--- config.mk ---
export PLATFORM = sky130hd
export DESIGN_NAME = multicycle_ctrl
export DESIGN_NICKNAME = d
export VERILOG_FILES = /design/src/rtl/ctrl_pkg.sv /design/src/rtl/ctrl_mem_timer.sv /design/src/rtl/multicycle_ctrl.sv
export SDC_FILE = /design/constraint.sdc
export NUM_CORES = 1
export LEC_CHECK = 0
export CAP_MARGIN = 20
export CORE_MARGIN = 2
export CORE_UTILIZATION = 36
export CTS_BUF_LIST = sky130_fd_sc_hd__clkbuf_2
export DETAILED_ROUTE_END_ITERATION = 16
export PLACE_DENSITY = 0.72
export SYNTH_ARGS = -nofsm -noshare
export SYNTH_HDL_FRONTEND = slang
export SYNTH_SLANG_ARGS = --single-unit
--- constraint.sdc ---
create_clock -name clk -period 1.5 [get_ports clk]
set_input_delay 0.225 -clock clk [delete_from_list [all_inputs] [get_ports clk]]
set_output_delay 0.225 -clock clk [all_outputs]
set_load 0.005 [all_outputs]
--- src/rtl/ctrl_pkg.sv ---
// Shared definitions for the multi-cycle core control path: state encodings,
// RV32I opcode constants, datapath select encodings and opcode classification.
package ctrl_pkg;

  typedef enum logic [3:0] {
    ST_FETCH  = 4'd0,
    ST_DECODE = 4'd1,
    ST_EXEC   = 4'd2,
    ST_MEM    = 4'd3,
    ST_MEMWB  = 4'd4,
    ST_ALUWB  = 4'd5,
    ST_HALT   = 4'd6
  } state_e;

  typedef enum logic [2:0] {
    CLS_R    = 3'd0,
    CLS_I    = 3'd1,
    CLS_LW   = 3'd2,
    CLS_SW   = 3'd3,
    CLS_BR   = 3'd4,
    CLS_JAL  = 3'd5,
    CLS_JALR = 3'd6,
    CLS_ILL  = 3'd7
  } instr_cls_e;

  localparam logic [6:0] OP_R    = 7'b0110011;
  localparam logic [6:0] OP_I    = 7'b0010011;
  localparam logic [6:0] OP_LW   = 7'b0000011;
  localparam logic [6:0] OP_SW   = 7'b0100011;
  localparam logic [6:0] OP_BR   = 7'b1100011;
  localparam logic [6:0] OP_JAL  = 7'b1101111;
  localparam logic [6:0] OP_JALR = 7'b1100111;

  localparam logic [1:0] PC_SRC_PC4  = 2'd0;
  localparam logic [1:0] PC_SRC_ALU  = 2'd1;
  localparam logic [1:0] PC_SRC_JALR = 2'd2;

  localparam logic [1:0] WB_ALUOUT = 2'd0;
  localparam logic [1:0] WB_MDR    = 2'd1;
  localparam logic [1:0] WB_PC     = 2'd2;

  localparam logic [1:0] SRC_A_PC    = 2'd0;
  localparam logic [1:0] SRC_A_REG   = 2'd1;
  localparam logic [1:0] SRC_A_OLDPC = 2'd2;

  localparam logic [1:0] SRC_B_REG  = 2'd0;
  localparam logic [1:0] SRC_B_IMM  = 2'd1;
  localparam logic [1:0] SRC_B_FOUR = 2'd2;

  localparam logic [1:0] ALU_ADD    = 2'd0;
  localparam logic [1:0] ALU_BRANCH = 2'd1;
  localparam logic [1:0] ALU_FUNCT  = 2'd2;

  // Map a 7-bit opcode onto the instruction class the FSM sequences on.
  function automatic instr_cls_e decode_opcode(input logic [6:0] op);
    case (op)
      OP_R:    return CLS_R;
      OP_I:    return CLS_I;
      OP_LW:   return CLS_LW;
      OP_SW:   return CLS_SW;
      OP_BR:   return CLS_BR;
      OP_JAL:  return CLS_JAL;
      OP_JALR: return CLS_JALR;
      default: return CLS_ILL;
    endcase
  endfunction

endpackage

--- src/rtl/ctrl_mem_timer.sv ---
// Memory wait counter. Counts cycles a request is pending without mem_ready and
// flags a timeout on the TIMEOUT-th such cycle. A ready in that same cycle wins.
module ctrl_mem_timer #(
  parameter int TIMEOUT   = 200,
  parameter int TIMEOUT_W = 8
) (
  input  logic clk,
  input  logic rst_n,
  input  logic req,
  input  logic ready,
  output logic timeout
);

  localparam logic [TIMEOUT_W-1:0] LAST_WAIT = TIMEOUT_W'(TIMEOUT - 1);

  logic [TIMEOUT_W-1:0] cnt;

  // Counter restarts whenever no request is pending or the memory answers, so
  // each new FETCH/MEM request begins counting from zero.
  always_ff @(posedge clk) begin
    // NOTE: sequential state uses non-blocking assignments so every register
    // samples pre-edge values regardless of statement order.
    if (!rst_n || !req || ready) cnt <= '0;
    else                         cnt <= cnt + 1'b1;
  end

  // Timeout fires on the wait cycle that brings the count up to TIMEOUT.
  assign timeout = req && !ready && (cnt == LAST_WAIT);

endmodule

--- src/rtl/multicycle_ctrl.sv ---
// Main control FSM of the multi-cycle RV32I-subset core. Sequences
// fetch/decode/execute/memory/writeback, drives every datapath select and
// enable, and halts on an illegal opcode or a memory timeout.
module multicycle_ctrl
  import ctrl_pkg::*;
#(
  parameter int TIMEOUT   = 200,
  parameter int TIMEOUT_W = 8
) (
  input  logic       clk,
  input  logic       rst_n,
  input  logic [6:0] opcode,
  input  logic       br_taken,
  input  logic       mem_ready,
  output logic       mem_req,
  output logic       mem_we,
  output logic       mem_sel,
  output logic       ir_write,
  output logic       pc_write,
  output logic [1:0] pc_src,
  output logic       reg_write,
  output logic [1:0] wb_sel,
  output logic [1:0] alu_src_a,
  output logic [1:0] alu_src_b,
  output logic [1:0] alu_op,
  output logic [3:0] state_o,
  output logic       halt,
  output logic       err
);

  state_e     state;
  instr_cls_e cls;
  logic       timeout;

  ctrl_mem_timer #(
    .TIMEOUT   (TIMEOUT),
    .TIMEOUT_W (TIMEOUT_W)
  ) u_timer (
    .clk     (clk),
    .rst_n   (rst_n),
    .req     (mem_req),
    .ready   (mem_ready),
    .timeout (timeout)
  );

  // State register, latched instruction class and sticky halt/err flags.
  // The class is captured in DECODE so EXEC/MEM never depend on the IR again.
  always_ff @(posedge clk) begin
    if (!rst_n) begin
      state <= ST_FETCH;
      cls   <= CLS_ILL;
      halt  <= 1'b0;
      err   <= 1'b0;
    end else begin
      case (state)
        ST_FETCH: begin
          if (timeout) begin
            state <= ST_HALT;
            err   <= 1'b1;
          end else if (mem_ready) begin
            state <= ST_DECODE;
          end
        end
        ST_DECODE: begin
          cls <= decode_opcode(opcode);
          if (decode_opcode(opcode) == CLS_ILL) begin
            state <= ST_HALT;
            halt  <= 1'b1;
          end else begin
            state <= ST_EXEC;
          end
        end
        ST_EXEC: begin
          case (cls)
            CLS_R, CLS_I:               state <= ST_ALUWB;
            CLS_LW, CLS_SW:             state <= ST_MEM;
            CLS_BR, CLS_JAL, CLS_JALR:  state <= ST_FETCH;
            default:                    state <= ST_HALT;
          endcase
        end
        ST_MEM: begin
          if (timeout) begin
            state <= ST_HALT;
            err   <= 1'b1;
          end else if (mem_ready) begin
            state <= (cls == CLS_SW) ? ST_FETCH : ST_MEMWB;
          end
        end
        ST_MEMWB, ST_ALUWB: state <= ST_FETCH;
        default:            state <= ST_HALT;
      endcase
    end
  end

  // Control outputs decoded from the current state; everything is forced low
  // while reset is held so an outstanding memory request is dropped at once.
  always_comb begin
    // NOTE: every output gets a default before the case so no path leaves one
    // unassigned, which would otherwise infer a latch.
    mem_req   = 1'b0;
    mem_we    = 1'b0;
    mem_sel   = 1'b0;
    ir_write  = 1'b0;
    pc_write  = 1'b0;
    pc_src    = PC_SRC_PC4;
    reg_write = 1'b0;
    wb_sel    = WB_ALUOUT;
    alu_src_a = SRC_A_PC;
    alu_src_b = SRC_B_REG;
    alu_op    = ALU_ADD;
    if (rst_n) begin
      case (state)
        ST_FETCH: begin
          mem_req  = 1'b1;
          ir_write = mem_ready;
          pc_write = mem_ready;
        end
        ST_DECODE: begin
          alu_src_a = SRC_A_OLDPC;
          alu_src_b = SRC_B_IMM;
        end
        ST_EXEC: begin
          case (cls)
            CLS_R: begin
              alu_src_a = SRC_A_REG;
              alu_op    = ALU_FUNCT;
            end
            CLS_I: begin
              alu_src_a = SRC_A_REG;
              alu_src_b = SRC_B_IMM;
              alu_op    = ALU_FUNCT;
            end
            CLS_LW, CLS_SW: begin
              alu_src_a = SRC_A_REG;
              alu_src_b = SRC_B_IMM;
            end
            CLS_BR: begin
              alu_src_a = SRC_A_REG;
              alu_op    = ALU_BRANCH;
              pc_write  = br_taken;
              pc_src    = PC_SRC_ALU;
            end
            CLS_JAL: begin
              pc_write  = 1'b1;
              pc_src    = PC_SRC_ALU;
              reg_write = 1'b1;
              wb_sel    = WB_PC;
            end
            CLS_JALR: begin
              // Target is built from the latched A register, so rd == rs1 is safe.
              alu_src_a = SRC_A_REG;
              alu_src_b = SRC_B_IMM;
              pc_write  = 1'b1;
              pc_src    = PC_SRC_JALR;
              reg_write = 1'b1;
              wb_sel    = WB_PC;
            end
            default: ;
          endcase
        end
        ST_MEM: begin
          mem_req = 1'b1;
          mem_sel = 1'b1;
          mem_we  = (cls == CLS_SW);
        end
        ST_MEMWB: begin
          reg_write = 1'b1;
          wb_sel    = WB_MDR;
        end
        ST_ALUWB: begin
          reg_write = 1'b1;
          wb_sel    = WB_ALUOUT;
        end
        default: ;
      endcase
    end
  end

  assign state_o = state;

endmodule

Word level (Yosys, flattened, before mapping)
Index checks and enable logic that the tools add are counted.

operators by class
  add/subtract/negate cells = 1
  eq/ne operators = 22
  mux-type cells = 40
  reductions and logical operators = 21

operators with widths
  cell                   count
  $eq A7 B7 Y1 const B   3
  $pmux W3 S7            1
  $pmux W4 S5            1
  $mux W4                4
  $pmux W2 S2            4
  $eq A7 B6 Y1 const B   2
  $mux W1                14
  $mux W2                7
  $eq A3 B3 Y1 const B   4
  $mux W3                4
  $reduce_or A2 Y1       6
  $pmux W3 S3            1
  $add A8 B1 Y8 const B  1
  $eq A4 B2 Y1 const B   2
  $eq A4 B3 Y1 const B   2
  $eq A8 B8 Y1 const B   1
  $pmux W1 S2            4
  $eq A7 B2 Y1 const B   1
  $eq A7 B5 Y1 const B   1
  $eq A3 B2 Y1 const B   2
  $ne A3 B3 Y1 const B   2
  $reduce_and A2 Y1      3
  $reduce_or A6 Y1       1
  $eq A4 B1 Y1 const B   1
  other kinds (8)        12

storage, ports and cells
  register bits = 17
  output and inout port bits = 22
  word-level logic and storage cells = 89

Depth between registers and ports, before layout
  depth after elaboration = 8
  gate-level depth with buffers = 6

By module
A second synthesis with hierarchy kept.

second synthesis, totals
  cell total of the unflattened synthesis = 132
  area, all modules = 1039.7 um^2

modules (own cells, without submodules)
  module           times used  cells an instance  area each (um^2)  sequential area each (um^2)
  multicycle_ctrl  1           94                 696.9             160.2
  ctrl_mem_timer   1           38                 342.8             160.2

Worst setup path before layout
No wires, ideal clock.

  path type = register to register
  start = register state[1] (netlist: state_o[1])
  end = register state[1] (netlist: state_o[1])
  library setup time = 0.118 ns
  data arrival time = 1.334 ns
  slack = 0.048 ns
  stages on the path, launching flop included = 6
  path buffers = 1
  clock period less this slack = 1.452 ns
  path through = dfxtp_1 -> buf_4 -> xor2_2 -> nor3_2 -> or4_1 -> o2111a_1

on the way
  cells in the longest elaborated chain, start to end = 8

ends and longest elaborated chain
  element                                           line                                           text
  from (decl)                                       multicycle_ctrl.sv:31                          state_e state;
  from (signal assigned)                            multicycle_ctrl.sv:86                          state <= (cls == CLS_SW) ? ST_FETCH : ST_MEMWB;
  $eq A4 B2 Y1 or $logic_not A4 Y1 (tied branches)  multicycle_ctrl.sv:55, multicycle_ctrl.sv:112
  $reduce_or A2 Y1 (no line)                        --
  $mux W1                                           multicycle_ctrl.sv:112                         case (state)
  $mux W1                                           multicycle_ctrl.sv:111                         if (rst_n) begin
  $logic_and A1 B1 Y1 (2 in a row)                  ctrl_mem_timer.sv:28                           assign timeout = req && !ready && (cnt == LAST_WAIT);
  $mux W4 (tied with other cells)                   multicycle_ctrl.sv:82                          if (timeout) begin
  $pmux W4 S5 or $reduce_and A2 Y1 (tied branches)  --

Several ways; a longest one is shown, not always the timed one.
A chain may end at the register's enable or synchronous reset.

Worst setup path in the final report
  start = register state[2] (netlist: state_o[2])
  end = output port alu_op[0]

on the way
  cells in the longest elaborated chain, start to end = 3

ends and longest elaborated chain
  element       line                    text
  $eq A4 B2 Y1  multicycle_ctrl.sv:112
  $mux W2       multicycle_ctrl.sv:112
  $mux W2       multicycle_ctrl.sv:111
  to (decl)     multicycle_ctrl.sv:25   output logic [1:0] alu_op,

Every way passes these cells.

==> flow_summary.json <==
{
  "h-tree-depth": 1,
  "num_vias": 1108,
  "grt.total_usage": 0.193,
  "die_h_um": 56.3,
  "synth.most_common_cell": "nor2_1",
  "tns_ps": -1440,
  "die_w_um": 56.3,
  "endpoint_kind": "output pin",
  "p_leak_nw": 0.762,
  "io-pin-count": 33,
  "dr.pass1.iters": 4,
  "intPower_w": 0.00132,
  "n_antenna_cell": 0,
  "synth_cells": 122,
  "peakVddDrop_mv": 1.10,
  "synthFlopType": "dfxtp_1",
  "wirelength_um": 3030,
  "p_comb_frac": 0.652,
  "clk_pin_slew_ps": 160,
  "dieArea_mm2": 0.00317,
  "fin_total_pwr_w": 0.00214,
  "drive_above_1_share": 0.457,
  "ctsLongestPathBuffers": 2,
  "synth-seq-area-share": 0.325,
  "grt_pass1_wl_um": 4920,
  "setup_slack_ps": -206,
  "synth_warnings": 0,
  "synth_commonest_cells": "nor2_1 (17), dfxtp_1 (16), nand2_1 (9)",
  "violations": "setup timing",
  "max_freq_mhz": 586,
  "numCtsBuffers": 3,
  "start_util": 0.387,
  "finalClockSkew_ps": 16.1,
  "drt_iter0_drc": 9,
  "dp_hpwl_um": 2030,
  "yosysTopAreaCell": "dfxtp_1",
  "swShare": 0.384,
  "root_buffer": "clkbuf_2",
  "cp.arrival_ps": 1480,
  "gp_congestion": 0.834,
  "drt-wirelength-per-cell_um": 14.0,
  "hold_path_class": "register to register",
  "drc": 0,
  "rsz0062_at_grt": "true",
  "slew_violations": 0,
  "critPathRequiredTime_ps": 1270,
  "synth_seq_cells": 16,
  "r2r_start": "state_o[0]$_SDFFE_PN0P_",
  "num_rows": 18,
  "place_ws_ps": -593,
  "fin_hold_ws_ps": 470,
  "core_area_mm2": 0.00254,
  "min_from": "err$_SDFFE_PN0P_",
  "fin_nets": 199,
  "cts_tree": "built",
  "synth.avg_cell_area_um2": 8.08,
  "fin_crit_sh": 1.14,
  "num-fill-cells": 208,
  "yosysUniqueCellTypes": 45,
  "p_clk_frac": 0.089,
  "grt_max_degree": 10,
  "cts.sinks": 16,
  "grt_antenna_before_repair": 0,
  "yosysTopAreaCellShare": 0.325,
  "placed_cells": 200,
  "instances_no_fill": 216,
  "outcome": "finished, violations left",
  "switching_power_w": 0.000821,
  "area_growth_pct": 74.2,
  "crit_path_max_fanout": 6,
  "viasPerCell": 5.13,
  "path_class": "register to output pin",
  "grt_pass1_vias": 1092,
  "ys_async_sr_fraction": 0,
  "maxCapViolations": 0,
  "setup_viol_count_final": 14,
  "final_hold_viol_count": 0,
  "pwr-share-seq": 0.260,
  "portBuffers": 30,
  "overflow": 0,
  "min_period_ps": 1710,
  "ant_nets": 0,
  "p_per_area_mw_per_mm2": 1240,
  "clkLatencyLatePin_ps": 290,
  "synth_edf_count": 0,
  "synth_area_um2": 986,
  "start_kind": "register",
  "synthTopCellsByArea": "dfxtp_1 (32%), nor2_1 (6.5%), xor2_1 (4.4%), nand3_1 (4.1%), nand2_1 (3.4%)",
  "startpoint": "state_o[2]$_SDFFE_PN0P_"
}
## flip-flops by register name, indices dropped and copies added (netlist names)
register     cells
u_timer.cnt      8
cls              3
state_o          3
err              1
halt             1
## worst paths after layout
path	end	slack (ps)	cells after the start
worst max-delay path	alu_op[0]	-210	7
worst min-delay path	err$_SDFFE_PN0P_	470	2
worst max register to register	state_o[1]$_SDFFE_PN0P_	-110	6
worst min register to register	err$_SDFFE_PN0P_	470	2
## layout by cell type, fill, tap and decap left out, types with 2 or more instances in the layout
master,count
a21oi_1,3
and2_1,2
and3_1,3
buf_2,12
buf_4,28
buf_6,10
clkbuf_2,4
clkdlybuf4s15_2,2
clkdlybuf4s50_1,11
conb_1,2
dfxtp_1,12
dfxtp_2,3
dlygate4sd2_1,4
inv_1,3
nand2_1,8
nand3_1,6
nand3_4,2
nor2_1,12
nor2_2,2
nor2_4,3
nor3_1,2
nor3b_1,2
nor3b_4,2
o21ai_0,4
o21ai_1,2
o22ai_1,2
xnor2_1,2
xor2_1,5
## metrics by stage
stage                     utilization  cell area, µm²
final                           0.675            1720
after global routing            0.675            1720
after CTS                       0.639            1630
after detailed placement        0.570            1450
after global placement          0.570            1450
after floorplan                     -             990
## power by group through the flow
stage          clock network [W]  logic (W)  registers [W]
2_1_floorplan                  0   0.000437       0.000526
3_3_place_gp                   0   0.000848       0.000547
3_5_place_dp                   0   0.000867       0.000551
4_1_cts                 0.000198    0.00116       0.000560
5_1_grt                 0.000215    0.00149       0.000562
6_report                0.000190    0.00139       0.000555
## worst max-delay path: stages, from the launching register on
cell	delay, ps
dfxtp_2	360
nor2_4	130
buf_6	110
nand4_1	90
buf_6	170
buf_6	120
nor2_4	80
buf_2	120
## kinds of logic (layout without fill, tap and decap cells)
kind of cell	after synthesis	in the layout	synth area share
other	1	2	0.00380
AND/OR/NAND/NOR	60	60	0.330
AO/OA/AOI/OAI	20	20	0.136
XOR/XNOR	9	9	0.0876
buffers and inverters	14	77	0.0952
flip-flops	16	16	0.325
adder cells (fa/ha/maj)	1	1	0.0127
multiplexers	1	1	0.0102
## repair_timing
item                                    CTS  global route
hold buffers                              0             0
hold endpoints to repair                  0             0
buffers inserted                         11             2
endpoints found under the setup margin   27            27
pin swaps                                12            10
gates resized for setup                  98            18
## routing by layer
layer,global-route usage,up-vias,share of wire
li1,-,550,-
met1,0.231,529,0.43
met2,0.353,23,0.53
met3,0.0115,6,0.017
met4,0.0850,0,0.017
met5,0,-,0
## cell type report
type                       count  area (µm²)  area share
multi-input combinational     93         743       0.433
timing repair buffer          69         571       0.332
sequential                    16         328       0.191
tap                           30        37.5      0.0218
inverter                       4        20.0      0.0117
clock buffer                   3        15.0     0.00874
clock inverter                 1        3.75     0.00218
Power figures use the tool's default switching activity.
